File: src/rtl/uart_cmd_initiator.sv
// uart_cmd_initiator: turns host register read/write requests into byte
// frames for a UART tx FIFO and collects the two-byte read response from
// the matching rx FIFO, with a per-byte response timeout.
//
// Handshake: a request transfers on a rising edge where req_valid_i and
// req_ready_o are both high. req_ready_o is high only while idle and out of
// reset, so at most one request is ever in flight. Completion is reported by
// a single-cycle rsp_valid_o pulse. rsp_rdata_o and rsp_timeout_o are held
// until the next completion.
module uart_cmd_initiator #(
  parameter int TIMEOUT_CYCLES = 65535
) (
  input  logic        clk,
  input  logic        rst,
  input  logic        req_valid_i,
  output logic        req_ready_o,
  input  logic        req_write_i,
  input  logic [15:0] req_addr_i,
  input  logic [15:0] req_wdata_i,
  output logic        rsp_valid_o,
  output logic [15:0] rsp_rdata_o,
  output logic        rsp_timeout_o,
  output logic [7:0]  tx_data_o,
  output logic        tx_write_buffer_o,
  input  logic        tx_buffer_full_i,
  input  logic [7:0]  rx_data_i,
  output logic        rx_read_buffer_o,
  input  logic        rx_buffer_data_present_i,
  output logic        busy_o
);

  // Counter sized to hold TIMEOUT_CYCLES; it stops at the limit, never wraps.
  localparam int TW = $clog2(TIMEOUT_CYCLES + 1);
  localparam logic [TW-1:0] TLAST = TW'(TIMEOUT_CYCLES - 1);

  typedef enum logic [1:0] {IDLE, SEND, WAIT_RSP, DONE} state_t;

  state_t        r_state;
  logic          r_write;
  logic [15:0]   r_addr;
  logic [15:0]   r_wdata;
  logic [2:0]    r_idx;
  logic [TW-1:0] r_tcnt;
  logic          r_rx_cnt;
  logic [7:0]    r_rdata_hi;
  logic          r_rsp_valid;
  logic [15:0]   r_rsp_rdata;
  logic          r_rsp_timeout;

  logic [7:0]    w_tx_byte;
  logic          w_last_byte;
  logic          w_tx_fire;
  logic          w_rx_pop;
  logic          w_accept;

  // Frame byte selected by the current index: opcode, address, then write data.
  always_comb begin
    w_tx_byte = 8'h00;
    case (r_idx)
      3'd0:    w_tx_byte = r_write ? 8'h02 : 8'h01;
      3'd1:    w_tx_byte = r_addr[15:8];
      3'd2:    w_tx_byte = r_addr[7:0];
      3'd3:    w_tx_byte = r_wdata[15:8];
      3'd4:    w_tx_byte = r_wdata[7:0];
      default: w_tx_byte = 8'h00;
    endcase
  end

  // Strobes are gated by rst so a reset aborts the frame in the same cycle.
  assign w_last_byte       = r_write ? (r_idx == 3'd4) : (r_idx == 3'd2);
  assign w_tx_fire         = ~rst & (r_state == SEND) & ~tx_buffer_full_i;
  assign w_rx_pop          = ~rst & rx_buffer_data_present_i &
                             ((r_state == IDLE) | (r_state == WAIT_RSP));
  assign req_ready_o       = ~rst & (r_state == IDLE);
  assign w_accept          = req_valid_i & req_ready_o;
  assign busy_o            = ~rst & (r_state != IDLE);
  assign tx_write_buffer_o = w_tx_fire;
  assign tx_data_o         = (~rst & (r_state == SEND)) ? w_tx_byte : 8'h00;
  assign rx_read_buffer_o  = w_rx_pop;
  assign rsp_valid_o       = r_rsp_valid;
  assign rsp_rdata_o       = r_rsp_rdata;
  assign rsp_timeout_o     = r_rsp_timeout;

  // Request sequencer: send the frame, gather the response, report completion.
  // Bytes popped while idle are stale and are simply dropped.
  always_ff @(posedge clk) begin
    if (rst) begin
      r_state       <= IDLE;
      r_write       <= 1'b0;
      r_addr        <= 16'h0000;
      r_wdata       <= 16'h0000;
      r_idx         <= 3'd0;
      r_tcnt        <= '0;
      r_rx_cnt      <= 1'b0;
      r_rdata_hi    <= 8'h00;
      r_rsp_valid   <= 1'b0;
      r_rsp_rdata   <= 16'h0000;
      r_rsp_timeout <= 1'b0;
    end else begin
      r_rsp_valid <= 1'b0;
      case (r_state)
        IDLE: begin
          if (w_accept) begin
            r_write <= req_write_i;
            r_addr  <= req_addr_i;
            r_wdata <= req_wdata_i;
            r_idx   <= 3'd0;
            r_state <= SEND;
          end
        end
        SEND: begin
          if (w_tx_fire) begin
            if (w_last_byte) begin
              if (r_write) begin
                r_state       <= DONE;
                r_rsp_valid   <= 1'b1;
                r_rsp_rdata   <= 16'h0000;
                r_rsp_timeout <= 1'b0;
              end else begin
                r_state  <= WAIT_RSP;
                r_tcnt   <= '0;
                r_rx_cnt <= 1'b0;
              end
            end else begin
              r_idx <= r_idx + 3'd1;
            end
          end
        end
        WAIT_RSP: begin
          if (w_rx_pop) begin
            r_tcnt <= '0;
            if (!r_rx_cnt) begin
              r_rdata_hi <= rx_data_i;
              r_rx_cnt   <= 1'b1;
            end else begin
              r_state       <= DONE;
              r_rsp_valid   <= 1'b1;
              r_rsp_rdata   <= {r_rdata_hi, rx_data_i};
              r_rsp_timeout <= 1'b0;
            end
          end else if (r_tcnt == TLAST) begin
            r_state       <= DONE;
            r_rsp_valid   <= 1'b1;
            r_rsp_rdata   <= 16'h0000;
            r_rsp_timeout <= 1'b1;
          end else begin
            r_tcnt <= r_tcnt + 1'b1;
          end
        end
        DONE:    r_state <= IDLE;
        default: r_state <= IDLE;
      endcase
    end
  end

endmodule

File: config.mk
export PLATFORM = sky130hd
export DESIGN_NAME = uart_cmd_initiator
export DESIGN_NICKNAME = d
export VERILOG_FILES = /design/src/rtl/uart_cmd_initiator.sv
export SDC_FILE = /design/constraint.sdc
export NUM_CORES = 1
export LEC_CHECK = 0
export ABC_AREA = 1
export CAP_MARGIN = 20
export CORE_AREA = 2 2 99 101
export CTS_CLUSTER_DIAMETER = 50
export DETAILED_ROUTE_END_ITERATION = 6
export DIE_AREA = 0 0 101 103
export PLACE_DENSITY_LB_ADDON = 0.2
export RECOVER_POWER = 50
export SLEW_MARGIN = 20
export SYNTH_ARGS = -nofsm -noshare
export SYNTH_HDL_FRONTEND = slang
export SYNTH_SLANG_ARGS = --single-unit
File: constraint.sdc
create_clock -name clk -period 4.55 [get_ports clk]
set_input_delay 0.6825 -clock clk [delete_from_list [all_inputs] [get_ports clk]]
set_output_delay 0.6825 -clock clk [all_outputs]
set_load 0.03 [all_outputs]
# Yosys cells after proc, flatten, opt, wreduce, memory -nomap -nowiden
# Index checks and enable logic that the tools add are counted.
# Widths: inputs -> output; s select.
[totals] regBits=81 in_bits=46 wordCells=102
[classes] add_sub_neg=2 n_eq_ne=18 muxes=48 n_bitwise=11 n_reduce_logical=12
[op_table] op="$mux 16" count=11
[op_table] op="$pmux 16 s2" count=2
[op_table] op="$pmux 8 s5" count=1
[op_table] op="$mux 1" count=18
[op_table] op="$add 16x1->16 const B" count=1
[op_table] op="$eq 16x16->1 const B" count=1
[op_table] op="$reduce_and 5->1" count=3
[op_table] op="$mux 2" count=7
[op_table] op="$ne 2x2->1 const B" count=7
[op_table] op="$mux 3" count=3
[op_table] op="$mux 8" count=1
[op_table] op="$pmux 2 s4" count=1
[op_table] op="$and 1x1->1" count=7
[op_table] op="$eq 3x2->1 const B" count=2
[op_table] op="$ne 3x3->1 const B" count=2
[op_table] op="$pmux 1 s2" count=3
[op_table] op="$pmux 3 s2" count=1
[op_table] op="$reduce_and 6->1" count=1
[op_table] op="$reduce_bool 2->1" count=3
[op_table] op="$eq 2x2->1 const B" count=2
[op_table] op="$reduce_and 4->1" count=1
[op_table] op="$add 3x1->3 const B" count=1
[op_table] op="$eq 3x1->1 const B" count=1
[op_table] op="$eq 3x3->1 const B" count=1
[op_table] op="other kinds (8)" count=10

# Logic depth before layout (Yosys ltp)
# Gate-level depths: netlist (run 1).
[depth] word_depth=5 mapped_depth=13 mapped_depth_nobuf=11

# Worst setup path after synthesis (run 1)
# Ideal clock, no wire load.
[synth_timing] kind="in2out" start="in rst" end="out tx_data_o[0]" t_arrival_ns=1.692 t_required_ns=3.868 setup_slack_ns=2.175 cell_stages=5 path_buffers=1 path_cell_list="buf_4 > inv_2 > nand2_1 > a31o_2 > nor2_1"
[synth_via] elab_chain_cells=3
[synth_rtl] item="start, declared" line_no="14" source="input logic rst,"
[synth_rtl] item="$not 1->1" line_no="78" source="assign tx_data_o = (~rst & (r_state == SEND)) ? w_tx_byte : 8'h00;"
[synth_rtl] item="$and 1x1->1" line_no="78"
[synth_rtl] item="$mux 8" line_no="78"
[synth_rtl] item="end, declared" line_no="23" source="output logic [7:0] tx_data_o,"
# No other way between the ends.

# Final worst setup path (run 1)
[layout_timing] start="in rst" end="reg r_write"
[layout_via] elab_chain_cells=4
[layout_rtl] item="$not 1->1" line_no="74" source="assign req_ready_o = ~rst & (r_state == IDLE);"
[layout_rtl] item="$and 1x1->1" line_no="74"
[layout_rtl] item="$and 1x1->1" line_no="75" source="assign w_accept = req_valid_i & req_ready_o;"
[layout_rtl] item="$reduce_and 2->1 (no line)"
[layout_rtl] item="end signal, assigned" line_no="104" source="r_write <= req_write_i;"
[layout_rtl] item="end, declared" line_no="39" source="logic r_write;"
# Parallel ways exist; a longest one is shown, timed or not.
# A chain may end at the register's enable or synchronous reset.

==> results of run 1 <==
final cells by class:
class                   count  area, um2
clock buffers              12        145
inverters                  88        330
clock inverters             4       76.3
repair buffers             77        757
fillers                   987       4380
multi-input cells         409       2010
well taps                 114        143
flip-flops and latches     81       1620
routing by layer:
layer	track usage, %	up-vias	share of wire (%)
met5	0	-	0
met4	7.07	0	0.90
met3	3.19	8	4.9
met2	35.4	92	47
met1	26.0	1767	47
li1	-	2045	-
cells in the mapped netlist (all sizes together):
cell	count	area, um2
inv	88	330
dfxtp	81	1620
ha	10	125
a31o	1	8.76
a22oi	2	15.0
o31ai	33	248
nor2	110	454
nor3	4	20.0
buf	19	125
clkbuf	6	22.5
nand3b	2	15.0
or2	1	6.26
nand2	148	591
nand3	32	170
a211oi	1	7.51
o21ai	21	120
a21oi	21	105
nand4	5	31.3
o22ai	16	100
o211ai	1	7.51
and3	1	6.26
flip-flops by register name, indices dropped and copies added (netlist names), 2 cells and up:
register / cells
r_addr: 16
r_idx: 3
r_state: 2
rsp_rdata_o: 16
r_wdata: 16
r_rdata_hi: 8
r_tcnt: 16
critical path, cell delays in order:
cell,delay [ns]
buf_2,0.10
inv_1,0.09
clkbuf_1,1.32
and3_2,1.19
nand2_1,0.16
o31ai_1,0.11
through the flow:
step | hold WS, ns | worst slack (ns) | total power, mW | std cells | cell area (um2)
2_1_floorplan | 0.445 | 2.18 | 1.82 | 603 | 4130
3_3_place_gp | 0.457 | 1.64 | 2.11 | 769 | 4890
3_5_place_dp | 0.463 | 1.62 | 2.13 | 769 | 4890
4_1_cts | 0.478 | 1.39 | 2.73 | 785 | 5110
5_1_grt | 0.504 | 0.799 | 2.91 | 785 | 5080
6_report | 0.470 | 1.14 | 2.70 | 785 | 5080
power by group through the flow:
stage          combinational, mW  sequential (mW)  clock, mW
6_report                    1.19            0.918      0.595
5_1_grt                     1.34            0.935      0.631
4_1_cts                     1.20            0.920      0.605
3_5_place_dp                1.19            0.937          0
3_3_place_gp                1.18            0.931          0
2_1_floorplan              0.807             1.01          0
worst paths after layout:
check / startpoint / end / cells past startpoint
hold / removal: rsp_rdata_o[12] / rsp_rdata_o[12] / 2
setup reg to reg: r_state[0] / rsp_rdata_o[13] / 9
setup / recovery: rst / r_write / 6
hold reg to reg: rsp_rdata_o[12] / rsp_rdata_o[12] / 2
kinds of logic (layout without fill, tap and decap cells):
| family | after synthesis | in the layout | share of synthesized area [%] |
|---|---|---|---|
| flops | 81 | 81 | 39.3 |
| buf+inv | 113 | 181 | 11.6 |
| simple gates | 303 | 303 | 31.3 |
| compound gates | 96 | 96 | 14.8 |
| fa+ha+maj | 10 | 10 | 3.03 |
==> qor.csv, run 1 <==
stage,metric,value,unit
outcome,outcome,"finished, violations left",
outcome,violations,"capacitance limit, slew limit",
critical_path,cp.required,4.82,ns
power,p_int,1.58,mW
clocking,cts_htree_levels,3,
power,seq_power_share,34.0,%
layout,antennaDiodeCount,0,
die,dieArea,10400,um2
timing,tightest_slew,1.82,ns
logic_synthesis,syn_area,4130,um2
layout,layout.nets,722,
place,numPortBuffers,75,
power,p_leak,2.06,nW
clocking,clk_path_buf_depth,2,
layout,syn2layout_area_growth,23.1,%
clocking,holdBufCountCts,0,
timing,clock_skew,0.00663,ns
critical_path,crit_type,in2reg,
global_routing,grt_remaining_overflow,0,
route,dr.pass1.iters,5,
critical_path,crit_fanout,66,
global_routing,grt_usage,20.4,%
critical_path,crit_path_end_kind,flop,
clocking,cts_inserted_buffers,9,
power,p_sw,1.12,mW
clocking,cts_root_buf,clkbuf_8,
logic_synthesis,yosysSeqAreaShare,39.3,%
logic_synthesis,syn_inst,603,
route,drt_iter0_markers,165,
layout,layout_commonest_cell,nand2_1,
clocking,clk_pin_slew_worst_paths,0.08,ns
layout,drive_above_1_share,5.96,%
clocking,cts_setup_buffers,0,
die,row_count,36,
critical_path,rrSetupSlack,2.21,ns
power,ir_drop,247,uV
timing,fin_crit,3.41,ns
logic_synthesis,yosysUniqueCellTypes,34,
timing,max_slew_margin,-21.4,%
die,io_pins,76,
timing,hold_viol,0,
flow_run,cap_violations,1,
timing,timing.final.crit_share,74.9,%
layout,fin_util,53.7,%
timing,setup_violations,0,
global_routing,grt_pass1_wl,17.0,mm
clocking,clk_latency,0.35,ns
worst_hold_path,min_path_type,reg2reg,
logic_synthesis,synth_nets,659,
clocking,tritoncts,done,
logic_synthesis,ys_seq_elements,81,
timing,finalSetupTns,0,ns
timing,grt_setup_unrepaired,no,
die,fp.dieW,101,um
critical_path,critPathLaunchType,primary input,
timing,final_max_slew_viol_count,44,
route,wl_per_cell,13.2,um
layout,final_cell_mix,"138 x nand2_1, 106 x nor2_1, 84 x inv_1",
power,p_comb_share,43.9,%
die,initial_core_util,43.7,%
critical_path,critPathArrivalTime,3.68,ns
route,vias_per_cell,4.98,
logic_synthesis,syn_area_per_cell,6.85,um2
power,clockPowerShare,22.0,%
clocking,cts.sinks,81,
route,route.detailed.drc,0,
route,ant_nets,0,
place,dp_hpwl,7.25,mm
global_routing,grt_max_degree,67,
route,via_count,3912,
route,wl,10.4,mm
global_routing,antenna_found_initial,0,
place,gp_congestion,0.835,
die,die_h,103,um
logic_synthesis,synth_warnings,0,
global_routing,grt_pass1_vias,3810,
timing,fmax,293,MHz
die,core,9460,um2
power,p_per_area,531,nW/um2
clocking,ctsResizeCount,0,
power,p_sw_share,41.6,%
Note: power is estimated with default switching activity, not from simulation.
==> run 2, diff against run 1 <==
clock period = 3.1 ns   (was 4.55 ns; I/O delays follow)
==> run 2 against run 1 <==
The flow now finishes without violations. Via count down 1.1%. Worst hold slack worse by 0.0013 ns. Setup slack worse by 0.99 ns. Sequential cell count unchanged. Critical path type is now in2out.
==> qor.csv, run 2 (synthesis results as in run 1) <==
stage,metric,value,unit,change
die,core,9460,um2,unchanged
worst_hold_path,min_path_type,reg2reg,,unchanged
global_routing,grt_pass1_wl,17.1,mm,was 17.0 mm
critical_path,r2r_end,r_tcnt[11],,was rsp_rdata_o[13]
route,route.detailed.drc,0,,unchanged
die,row_count,36,,unchanged
worst_hold_path,holdPathStages,2,,unchanged
flow_run,cap_violations,0,,was 1
power,p_per_area,768,nW/um2,was 531 nW/um2
place,gp_congestion,0.852,,was 0.835
timing,max_slew_margin,37.1,%,was -21.4%
critical_path,r2r_start,r_state[0],,unchanged
timing,setup_violations,0,,unchanged
outcome,outcome,"finished, final reports clean",,"was finished, violations left"
route,drt_iter0_markers,222,,was 165
worst_hold_path,min_to,rsp_rdata_o[11],,was rsp_rdata_o[12]
place,place_ws,0.617,ns,was 1.62 ns
clocking,ctsResizeCount,0,,unchanged
layout,layout.nets,724,,was 722
layout,antennaDiodeCount,0,,unchanged
timing,clock_skew,0.00762,ns,was 0.00663 ns
timing,tightest_slew,0.944,ns,was 1.82 ns
clocking,clk_path_buf_depth,2,,unchanged
clocking,cts_inserted_buffers,9,,unchanged
layout,ff_latch_area,1620,um2,unchanged
layout,layout_commonest_cell,nand2_1,,unchanged
timing,hold_viol,0,,unchanged
die,fp.dieW,101,um,unchanged
timing,timing.final.crit_share,95.1,%,
timing,finalSetupTns,0,ns,unchanged
critical_path,critPathMaxStageDelay,0.73,ns,was 1.32 ns
critical_path,worst-path-buf-inv,3,,unchanged
timing,fin_crit,2.95,ns,
clocking,cts.sinks,81,,unchanged
critical_path,crit_family,buffers and inverters,,unchanged
die,dieArea,10400,um2,unchanged
place,dp_hpwl,7.21,mm,was 7.25 mm
worst_hold_path,hp-start,rsp_rdata_o[11],,was rsp_rdata_o[12]
route,wl_per_cell,13.1,um,was 13.2 um
die,initial_core_util,43.7,%,unchanged
die,io_pins,76,,unchanged
die,die_h,103,um,unchanged
clocking,tritoncts,done,,unchanged
clocking,clk_latency,0.36,ns,was 0.35 ns
clocking,holdBufCountCts,0,,unchanged
layout,multi_input_area,2030,um2,was 2010 um2
global_routing,grt_max_degree,44,,was 67
critical_path,reg2regPathDepth,8,,was 9
global_routing,use_met1,26.1,%,was 26.0%
route,via_count,3870,,was 3912
critical_path,crit_path_top_delay_cell,clkbuf_2,,was clkbuf_1
global_routing,busiest_layer,met2,,unchanged
global_routing,grtUsageMet3,4.68,%,was 3.19%
route,dr.pass1.iters,7,,was 5
critical_path,critPathArrivalTime,2.48,ns,was 3.68 ns
critical_path,crit_fanout,36,,was 66
critical_path,crit_path_cell_trace,clkbuf_1 -> clkbuf_2 -> nor2_1 -> clkdlybuf4s50_1,,was buf_2 -> inv_1 -> clkbuf_1 -> and3_2 -> nand2_1 -> o31ai_1
route,wl,10.3,mm,was 10.4 mm
place,numPortBuffers,75,,unchanged
critical_path,crit_cells,4,,was 6
critical_path,crit_type,in2out,,was in2reg
global_routing,grt_usage,20.8,%,was 20.4%
route,vias_per_cell,4.92,,was 4.98
critical_path,crit_path_end_kind,primary output,,was flop
layout,n_fill_cell,975,,was 987
clocking,cts_htree_levels,3,,unchanged
global_routing,grt_remaining_overflow,0,,unchanged
timing,final_max_slew_viol_count,0,,was 44
critical_path,rrSetupSlack,0.89,ns,was 2.21 ns
timing,grt_setup_unrepaired,no,,unchanged
timing,worst_slack,0.153,ns,was 1.14 ns
critical_path,cp.required,2.63,ns,was 4.82 ns
critical_path,critPathLaunchType,primary input,,unchanged
global_routing,use_met2,35.6,%,was 35.4%
power,ir_drop,357,uV,was 247 uV
layout,syn2layout_area_growth,23.8,%,was 23.1%
clocking,cts_setup_buffers,0,,unchanged
clocking,cts_root_buf,clkbuf_8,,unchanged
global_routing,antenna_found_initial,0,,unchanged
timing,fmax,339,MHz,
route,ant_nets,0,,unchanged
global_routing,grt_pass1_vias,3742,,was 3810
layout,drive_above_1_share,6.69,%,was 5.96%
layout,final_cell_mix,"138 x nand2_1, 105 x nor2_1, 83 x inv_1",,"was 138 x nand2_1, 106 x nor2_1, 84 x inv_1"
power,p_leak,2.11,nW,was 2.06 nW
clocking,clk_pin_slew_worst_paths,0.09,ns,was 0.08 ns
==> run 2: cell count changes in the layout (fill, tap and decap cells not counted), sizes merged <==
cell           delta
clkdlybuf4s50     -7
dlygate4sd3       +6
clkinv            +2
buf               +1
inv               +1
bufinv            -1
==> run 2: report_power, final <==
part / internal, mW / switching, mW
registers: 1.25 / 0.101
logic: 0.595 / 1.16
clock network: 0.405 / 0.421
total: 2.25 / 1.68
==> run 2: final cells by class <==
type	instances	area share, %
multi-input combinational	409	39.6
clock inverter	6	1.47
tap	114	2.79
sequential	81	31.7
timing repair buffer	79	15.2
inverter	88	6.46
clock buffer	10	2.69
==> run 2: worst register-to-register path, cell delays in order (launching register included) <==
cell,delay [ns]
dfxtp_1,0.34
inv_1,0.11
ha_1,0.27
inv_2,0.12
nor2_4,0.34
nand2_1,0.38
nand2_2,0.33
o21ai_0,0.14
nor2_1,0.12
==> run 2: metal layers <==
| metal | up-vias | share of wire, % |
|---|---|---|
| met2 | 76 | 47 |
| li1 | 2049 | - |
| met3 | 9 | 4.4 |
| met1 | 1736 | 48 |
| met5 | - | 0 |
| met4 | 0 | 1.1 |
==> run 2: how the worst max path moves through the flow <==
stage,endpoint,from
finish,req_ready_o,rst
global route,tx_data_o[7],r_state[1]
CTS,tx_data_o[1],r_state[1]
detailed placement,rx_read_buffer_o,rx_buffer_data_present_i
global placement,rx_read_buffer_o,rx_buffer_data_present_i
floorplan,tx_data_o[0],rst
==> run 2: through the flow <==
stage | instances | instance area [um2] | hold WS, ns | power (mW) | utilization [%]
finish | 787 | 5110 | 0.469 | 3.93 | 54.0
global route | 787 | 5110 | 0.491 | 4.25 | 54.0
CTS | 787 | 5120 | 0.460 | 3.99 | 54.2
detailed placement | 771 | 4910 | 0.459 | 3.15 | 51.9
global placement | 771 | 4910 | 0.456 | 3.12 | 51.9
floorplan | 603 | 4130 | 0.445 | 2.67 | -
==> run 3, diff against run 2 <==
GPL_ROUTABILITY_DRIVEN = 0   (was not set)
SETUP_SLACK_MARGIN = 0.4   (was not set)
==> run 3 against run 2 <==
Sequential share of layout area barely moved. Critical path type unchanged. Clock skew about the same. Utilization about the same. Register-to-register slack about the same. Wire length shrank 0.24%. Sequential power is essentially flat. Largest cell class unchanged. Final cell count did not move.
==> qor.csv, run 3 (synthesis results as in run 1) <==
stage,metric,value,unit,change
clocking,cts_setup_buffers,0,,unchanged
timing,worst_slack,0.448,ns,was 0.153 ns
power,p_leak,2.15,nW,was 2.11 nW
timing,hold_viol,0,,unchanged
layout,final_cell_area,5110,um2,about the same
clocking,tritoncts,done,,unchanged
route,route.detailed.drc,0,,unchanged
global_routing,grt_pass1_wl,17.1,mm,unchanged
global_routing,grt_max_degree,44,,unchanged
critical_path,critPathMaxStageDelay,0.63,ns,was 0.73 ns
layout,n_fill_cell,979,,was 975
global_routing,grt_pass1_vias,3742,,unchanged
route,wl,10.3,mm,about the same
place,dp_hpwl,7.21,mm,unchanged
clocking,cts_htree_levels,3,,unchanged
critical_path,crit_type,in2out,,unchanged
global_routing,grt_remaining_overflow,0,,unchanged
place,place_ws,0.617,ns,unchanged
layout,antennaDiodeCount,0,,unchanged
outcome,outcome,"finished, final reports clean",,unchanged
timing,max_slew_margin,37.1,%,about the same
critical_path,crit_fanout,36,,unchanged
place,numPortBuffers,75,,unchanged
die,dieArea,10400,um2,unchanged
route,ant_nets,0,,unchanged
layout,drive_above_1_share,6.84,%,was 6.69%
clocking,cts_inserted_buffers,9,,unchanged
power,ir_drop,356,uV,was 357 uV
clocking,clk_latency,0.36,ns,about the same
worst_hold_path,min_path_type,reg2reg,,unchanged
timing,clock_skew,0.00769,ns,was 0.00762 ns
route,drt_iter0_markers,218,,was 222
layout,syn2layout_area_growth,23.8,%,about the same
timing,grt_setup_unrepaired,yes,,was no
place,placed_area,4910,um2,unchanged
layout,layout_commonest_cell,nand2_1,,unchanged
timing,fin_crit,2.65,ns,was 2.95 ns
route,vias_per_cell,4.92,,about the same
global_routing,antenna_found_initial,0,,unchanged
critical_path,crit_path_top_delay_cell,clkdlybuf4s50_1,,was clkbuf_2
critical_path,cp.required,2.63,ns,about the same
global_routing,grt_usage,20.8,%,unchanged
route,wl_per_cell,13.1,um,about the same
critical_path,critPathLaunchType,primary input,,unchanged
layout,final_cell_mix,"138 x nand2_1, 105 x nor2_1, 82 x inv_1",,"was 138 x nand2_1, 105 x nor2_1, 83 x inv_1"
die,initial_core_util,43.7,%,unchanged
critical_path,crit_path_cell_trace,clkbuf_1 -> buf_4 -> nor2_1 -> clkdlybuf4s50_1,,was clkbuf_1 -> clkbuf_2 -> nor2_1 -> clkdlybuf4s50_1
timing,finalSetupTns,0,ns,unchanged
layout,layout.nets,724,,unchanged
timing,final_max_slew_viol_count,0,,unchanged
die,core,9460,um2,unchanged
clocking,cts.sinks,81,,unchanged
die,row_count,36,,unchanged
critical_path,critPathArrivalTime,2.19,ns,was 2.48 ns
clocking,clk_pin_slew_worst_paths,0.09,ns,about the same
route,via_count,3869,,was 3870
route,dr.pass1.iters,5,,was 7
die,fp.dieW,101,um,unchanged
die,io_pins,76,,unchanged
timing,timing.final.crit_share,85.5,%,was 95.1%
flow_run,cap_violations,0,,unchanged
critical_path,crit_path_end_kind,primary output,,unchanged
power,p_per_area,769,nW/um2,was 768 nW/um2
timing,tightest_slew,0.943,ns,was 0.944 ns
clocking,clk_path_buf_depth,2,,unchanged
die,die_h,103,um,unchanged
timing,setup_violations,0,,unchanged
timing,fmax,377,MHz,was 339 MHz
clocking,cts_root_buf,clkbuf_8,,unchanged
==> run 3: cell types whose count changed in the layout (fill, tap and decap cells not counted) <==
cell             previous run  this run
dlymetal6s2s_1              0         1
buf_4                       2         3
inv_1                      83        82
clkbuf_2                    2         1
inv_2                       4         5
dlygate4sd2_1               0         5
clkdlybuf4s15_1             0         2
clkdlybuf4s50_1            55        47
==> run 3: cell type report <==
| type | instances | area [um2] | area share [%] |
|---|---|---|---|
| clock buffers | 10 | 138 | 2.69 |
| multi-input cells | 409 | 2030 | 39.6 |
| flip-flops and latches | 81 | 1620 | 31.7 |
| well taps | 114 | 143 | 2.79 |
| inverters | 88 | 330 | 6.46 |
| repair buffers | 79 | 778 | 15.2 |
| clock inverters | 6 | 75.1 | 1.47 |
==> run 3: stage by stage <==
step / power (mW) / hold WS, ns / std cells / utilization, %
after floorplan: 2.67 / 0.445 / 603 / -
after global placement: 3.12 / 0.456 / 771 / 51.9
after detailed placement: 3.15 / 0.459 / 771 / 51.9
after CTS: 3.98 / 0.460 / 787 / 54.1
after global routing: 4.24 / 0.491 / 787 / 54.0
final: 3.93 / 0.469 / 787 / 54.0
==> run 3: per-layer routing <==
| layer | up-vias | track usage [%] | wire (um) |
|---|---|---|---|
| met4 | 0 | 6.65 | 111 |
| met3 | 9 | 4.68 | 517 |
| met1 | 1723 | 26.1 | 4910 |
| met2 | 89 | 35.6 | 4780 |
| met5 | - | 0 | 0 |
| li1 | 2048 | - | - |
==> run 3: path summary, 6_finish.rpt <==
path                                      start               to  slack (ns)  cells after the start
worst max-delay path                        rst      req_ready_o        0.45                      4
worst min-delay path            rsp_rdata_o[11]  rsp_rdata_o[11]        0.47                      2
worst max register to register       r_state[0]       r_tcnt[11]        0.88                      8
worst min register to register  rsp_rdata_o[11]  rsp_rdata_o[11]        0.47                      2
==> run 3: power by group <==
group          internal (mW)  switching, mW  total, mW
combinational          0.592           1.16       1.75
clock                  0.405          0.422      0.827
sequential              1.25          0.101       1.35
==> run 3: what timing repair did <==
action | in CTS | in global routing
pin swaps | 0 | 0
setup endpoints to repair | 7 | 3
hold buffers | 0 | 0
gates resized for setup | 8 | 4
cloned | 0 | 0
==> run 3: critical path: cells and delay by family <==
family                 cells  cell delay (ns)
and+or+nand+nor            1             0.10
buffers and inverters      3             1.60
